$ cat config.mk
export PLATFORM = sky130hd
export DESIGN_NAME = sha256_job_sched
export DESIGN_NICKNAME = d
export VERILOG_FILES = /design/src/rtl/sha256_job_sched.sv
export SDC_FILE = /design/constraint.sdc
export NUM_CORES = 1
export LEC_CHECK = 0
export CAP_MARGIN = 10
export CORE_MARGIN = 1.5
export CORE_UTILIZATION = 35
export DETAILED_ROUTE_END_ITERATION = 8
export DONT_BUFFER_PORTS = 1
export GPL_TIMING_DRIVEN = 1
export PLACE_DENSITY_LB_ADDON = 0.2
export SYNTH_ARGS = -nofsm -noshare
export SYNTH_HDL_FRONTEND = slang
export SYNTH_SLANG_ARGS = --single-unit
$ cat constraint.sdc
create_clock -name clk -period 5.2 [get_ports clk]
set_input_delay 1.3 -clock clk [delete_from_list [all_inputs] [get_ports clk]]
set_output_delay 1.3 -clock clk [all_outputs]
set_load 0.02 [all_outputs]
$ cat src/rtl/sha256_job_sched.sv
// sha256_job_sched
//
// Shares one SHA-256 core among NUM_REQ requesters. It picks one requester by
// round-robin, hands that requester's addresses to the core, waits for the core
// to finish, then sends a one-cycle ack back to the same requester.
//
// Parameters
//   NUM_REQ         number of requesters (2..8)
//   TIMEOUT_CYCLES  watchdog limit per job, in clk cycles (at least 2)
//
// Ports
//   clk                in   single clock, rising edge
//   reset              in   asynchronous reset, active high
//   req[NUM_REQ]       in   job request level per requester, held until its ack
//   req_msg_addr       in   16-bit message address per requester, slice r = [16r+15:16r]
//   req_out_addr       in   16-bit hash output address per requester, same slicing
//   ack[NUM_REQ]       out  one-hot, one-cycle job-complete pulse
//   err                out  high in the ack cycle when the job ended by watchdog timeout
//   busy               out  high whenever the scheduler is not idle
//   core_start         out  one-cycle start pulse to the core
//   core_message_addr  out  message address for the current job
//   core_output_addr   out  output address for the current job
//   core_done          in   core idle level (high while the core is idle)
//
// Build option
//   SHA_SCHED_TIMEOUT_EN  when defined, enables the per-job watchdog. When it is
//                         not defined there is no counter, err stays 0, and a job
//                         waits for the core with no time limit.
//
// state     | meaning
// IDLE      | waiting for an idle core and a pending request
// ISSUE     | core_start pulse with the latched addresses
// WAIT_BUSY | waiting for the core to leave its idle state
// WAIT_DONE | waiting for the core to return to its idle state
// ACK       | ack pulse to the winner; err if the watchdog fired

module sha256_job_sched #(
    parameter int NUM_REQ        = 4,
    parameter int TIMEOUT_CYCLES = 4096
) (
    input  logic                   clk,
    input  logic                   reset,
    input  logic [NUM_REQ-1:0]     req,
    input  logic [16*NUM_REQ-1:0]  req_msg_addr,
    input  logic [16*NUM_REQ-1:0]  req_out_addr,
    output logic [NUM_REQ-1:0]     ack,
    output logic                   err,
    output logic                   busy,
    output logic                   core_start,
    output logic [15:0]            core_message_addr,
    output logic [15:0]            core_output_addr,
    input  logic                   core_done
);

    localparam int IDX_W = (NUM_REQ > 2) ? $clog2(NUM_REQ) : 1;

    localparam logic [2:0] S_IDLE      = 3'd0;
    localparam logic [2:0] S_ISSUE     = 3'd1;
    localparam logic [2:0] S_WAIT_BUSY = 3'd2;
    localparam logic [2:0] S_WAIT_DONE = 3'd3;
    localparam logic [2:0] S_ACK       = 3'd4;

    if (NUM_REQ < 2 || NUM_REQ > 8) begin : g_bad_num_req
        $error("sha256_job_sched: NUM_REQ must be in 2..8");
    end
    if (TIMEOUT_CYCLES < 2) begin : g_bad_timeout
        $error("sha256_job_sched: TIMEOUT_CYCLES must be at least 2");
    end

    logic [2:0]       state;
    logic [IDX_W-1:0] ptr;
    logic [IDX_W-1:0] winner;
    logic [IDX_W-1:0] pick;
    logic [IDX_W-1:0] ptr_nxt;
    logic             pick_vld;
    logic             timeout;
    logic [15:0]      msg_arr [NUM_REQ];
    logic [15:0]      out_arr [NUM_REQ];

    for (genvar g = 0; g < NUM_REQ; g++) begin : g_split
        assign msg_arr[g] = req_msg_addr[16*g +: 16];
        assign out_arr[g] = req_out_addr[16*g +: 16];
    end

    // Round-robin search starting at ptr. The loop runs from the farthest
    // offset down to offset 0, so the last hit, the one that is kept, is the
    // nearest requester at or after ptr.
    always_comb begin
        logic [IDX_W-1:0] idx;
        pick     = '0;
        pick_vld = 1'b0;
        idx      = '0;
        for (int i = NUM_REQ - 1; i >= 0; i--) begin
            idx = IDX_W'((int'(ptr) + i) % NUM_REQ);
            if (req[idx]) begin
                pick     = idx;
                pick_vld = 1'b1;
            end
        end
    end

    // After a grant the pointer moves one past the winner, so the winner
    // ranks last in the next search.
    assign ptr_nxt = (pick == IDX_W'(NUM_REQ - 1)) ? '0 : pick + 1'b1;

    always_ff @(posedge clk or posedge reset) begin
        if (reset) begin
            state             <= S_IDLE;
            ptr               <= '0;
            winner            <= '0;
            core_message_addr <= '0;
            core_output_addr  <= '0;
        end else begin
            case (state)
                S_IDLE: begin
                    if (core_done && pick_vld) begin
                        winner            <= pick;
                        ptr               <= ptr_nxt;
                        core_message_addr <= msg_arr[pick];
                        core_output_addr  <= out_arr[pick];
                        state             <= S_ISSUE;
                    end
                end
                S_ISSUE: state <= S_WAIT_BUSY;
                S_WAIT_BUSY: begin
                    if (timeout)
                        state <= S_ACK;
                    else if (!core_done)
                        state <= S_WAIT_DONE;
                end
                S_WAIT_DONE: begin
                    if (core_done || timeout)
                        state <= S_ACK;
                end
                S_ACK:   state <= S_IDLE;
                default: state <= S_IDLE;
            endcase
        end
    end

`ifdef SHA_SCHED_TIMEOUT_EN
    localparam int CNT_W = $clog2(TIMEOUT_CYCLES + 1);

    logic [CNT_W-1:0] wd_cnt;
    logic             err_q;
    logic             waiting;

    assign waiting = (state == S_WAIT_BUSY) || (state == S_WAIT_DONE);

    // wd_cnt counts finished wait cycles. Together with the ISSUE cycle the
    // job has used TIMEOUT_CYCLES cycles when the ACK state is entered.
    assign timeout = waiting && (wd_cnt == CNT_W'(TIMEOUT_CYCLES - 2));

    always_ff @(posedge clk or posedge reset) begin
        if (reset) begin
            wd_cnt <= '0;
            err_q  <= 1'b0;
        end else if (state == S_ISSUE) begin
            wd_cnt <= '0;
            err_q  <= 1'b0;
        end else if (waiting) begin
            wd_cnt <= wd_cnt + 1'b1;
            // When the core finishes in the same cycle as the timeout, the
            // job counts as a normal completion.
            if (timeout && !(state == S_WAIT_DONE && core_done))
                err_q <= 1'b1;
        end
    end

    assign err = err_q && (state == S_ACK);
`else
    assign timeout = 1'b0;
    assign err     = 1'b0;
`endif

    // These outputs are decoded from state, so an asynchronous reset clears
    // them at once.
    assign core_start = (state == S_ISSUE);
    assign busy       = (state != S_IDLE);
    assign ack        = (state == S_ACK) ? (NUM_REQ'(1) << winner) : '0;

endmodule

==> results.sh <==
export IMPL_power_density_mw_per_mm2=588
export IMPL_violations="design-rule violations"
export IMPL_synth_ff_type="dfrtp_1"
export IMPL_avgSynthCellArea_um2=10.4
export IMPL_finClkSkew_ns=0.00699
export IMPL_clkSinkCount=39
export IMPL_dp_hpwl_mm=3.91
export IMPL_path_class="in -> reg"
export IMPL_cts_resized=0
export IMPL_antenna_cells=0
export IMPL_final_cell_mix="64 x mux2i_1, 39 x dfrtp_1, 36 x nand2_1"
export IMPL_io_pins=174
export IMPL_status="finished with violations"
export IMPL_io_buffers=0
export IMPL_layout_cells_non_filler=296
export IMPL_synth_warnings=0
export IMPL_cts_root_buf="clkbuf_8"
export IMPL_p_clk_share_pct=16.7
export IMPL_vias_per_cell=5.92
export IMPL_combPwrFrac_pct=35.7
export IMPL_yosysUniqueCellTypes=28
export IMPL_seqPwrFrac_pct=47.7
export IMPL_syn_nets=366
export IMPL_ys_seq_elements=39
export IMPL_switchingPower_uw=634
export IMPL_cap_violations=0
export IMPL_cellLeakagePower_nw=1.15
export IMPL_rsz0062_at_grt="false"
export IMPL_final_util_pct=38.6
export IMPL_layout_worst_path_cycle_share_pct=61.2
export IMPL_cts_htree_levels=2
export IMPL_grt_usage_pct=14.3
export IMPL_tns_ns=0
export IMPL_period_needed_ns=3.18
export IMPL_initial_core_util_pct=36.9
export IMPL_start_kind="input pin"
export IMPL_wl_per_cell_um=18.3
export IMPL_path_clk_slew_ns=0.07
export IMPL_slew_violations=0
export IMPL_tightest_slew_ns=1.12
export IMPL_fp_coreArea_mm2=0.00646
export IMPL_ant_nets=0
export IMPL_p_int_uw=831
export IMPL_crit_path_end_kind="flop"
export IMPL_route_detailed_drc=9
export IMPL_crit_arrival_ns=3.29
export IMPL_finalSetupViolCount=0
export IMPL_antenna_found_initial=0
export IMPL_layout_commonest_cell="mux2i_1"
export IMPL_synth_edf_count=0
export IMPL_placed_cells_incl_taps=289
export IMPL_cts_path_max_buffers=2
export IMPL_cts_tree="done"
export IMPL_ir_drop_mv=0.182
export IMPL_grt_pass1_vias=1683
export IMPL_grt_pass1_wl_mm=8.17
export IMPL_vias=1751
export IMPL_crit_required_ns=5.31
export IMPL_final_nets=355
export IMPL_rows=29
export IMPL_synth_async_sr_flop_share_pct=100
export IMPL_switching_share_pct=43.3
export IMPL_wirelength_mm=5.42
export IMPL_slew_headroom_pct=25.0
export IMPL_worst_hold_slack_ns=0.551
export IMPL_holdCritPathClass="reg -> reg"
export IMPL_cts_hold_fix_buffers=0
export IMPL_finalHoldViolCount=0
export IMPL_drive_gt1_share_pct=5.94
export IMPL_place_congestion=0.696
export IMPL_die_x_um=85.5
export IMPL_grt_max_degree=67
export IMPL_grt_ovfl_total=0
export IMPL_dr_first_iter_drc_count=37
export IMPL_max_freq_mhz=314
export IMPL_dieArea_mm2=0.00731
export IMPL_yosysSeqAreaShare_pct=41.0
export IMPL_drt_pre_antenna_iters=7
export IMPL_worst_path_max_fanout=38
export IMPL_synthCells=230
export IMPL_die_h_um=85.5
export IMPL_dpl_cell_area_mm2=0.00238
export IMPL_numCtsBuffers=5
export IMPL_synthToLayoutAreaGrowth_pct=4.52
export IMPL_post_cts_buffers=0
export IMPL_fin_area_mm2=0.00249
export IMPL_clk_latency_ns=0.29
export IMPL_synth_area_mm2=0.00238
-- registers in the layout, summed over array words and instances, names as in the netlist --
register and cells:
core_message_addr 16, core_output_addr 16, ptr 2, state 3
winner 2
-- cell type report --
type	count	area, um^2
fillers	670	3970
multi-input cells	165	1270
flip-flops and latches	39	976
well taps	77	96.3
clock buffers	5	68.8
clock inverters	2	37.5
repair buffers	3	22.5
inverters	5	18.8
-- stage by stage --
| stage | worst slack [ns] | power [mW] |
|---|---|---|
| after CTS | 1.94 | 1.49 |
| after detailed placement | 1.63 | 1.24 |
| after floorplan | 2.26 | 1.14 |
| after global routing | 1.76 | 1.58 |
| after global placement | 1.65 | 1.23 |
| final | 2.02 | 1.46 |
-- worst max-delay path, cell delays in order --
cell and delay [ns]:
nor2_1 0.13, a311o_1 0.20, or3_1 0.10, buf_4 0.35
or2_1 0.92, o221ai_1 0.27
-- cells in the mapped netlist (3+ instances only) --
cell | count | area (um^2)
nand2b_1 | 3 | 18.8
nor3_1 | 3 | 15.0
o221ai_1 | 32 | 280
dfrtp_1 | 39 | 976
inv_1 | 5 | 18.8
buf_6 | 5 | 56.3
nor2_1 | 6 | 22.5
buf_2 | 5 | 25.0
mux2i_1 | 64 | 641
a21oi_1 | 3 | 15.0
nand2_1 | 36 | 135
clkbuf_1 | 10 | 37.5
-- routing by layer --
metal	share of wire, %	GRT usage (%)	vias to the layer above
li1	-	-	827
met1	40	16.2	824
met2	49	25.2	95
met3	9.6	4.62	5
met4	1.3	4.84	0
met5	0	0	-
-- cell families after synthesis --
family / after synthesis / synth area share [%]
and+or+nand+nor: 56 / 10.1
AOI/OAI and AO/OA: 41 / 14.3
buffers and inverters: 26 / 6.09
adders and majority gates: 1 / 0.525
other: 1 / 0.157
muxes: 66 / 27.8
DFF: 39 / 41.0
-- final timing paths --
check | startpoint | depth (start not counted) | endpoint | slack (ns)
worst max register to register | state[0]$_DFFE_PP0P_ | 5 | core_output_addr[6]$_DFFE_PP0P_ | 2.75
worst min-delay path | ptr[0]$_DFFE_PP0P_ | 2 | ptr[0]$_DFFE_PP0P_ | 0.55
min in group asynchronous | reset | 2 | core_message_addr[5]$_DFFE_PP0P_ | 1.02
max in group asynchronous | reset | 2 | core_output_addr[6]$_DFFE_PP0P_ | 3.81
worst max-delay path | req[3] | 6 | core_output_addr[6]$_DFFE_PP0P_ | 2.02
worst min register to register | ptr[0]$_DFFE_PP0P_ | 2 | ptr[0]$_DFFE_PP0P_ | 0.55
-- power by group through the flow --
stage | registers, mW | clock network, mW | logic [mW]
6_report | 0.698 | 0.244 | 0.522
5_1_grt | 0.716 | 0.268 | 0.592
4_1_cts | 0.703 | 0.257 | 0.534
3_5_place_dp | 0.704 | 0 | 0.539
3_3_place_gp | 0.709 | 0 | 0.523
2_1_floorplan | 0.665 | 0 | 0.479
(Power assumes the default switching activity.)
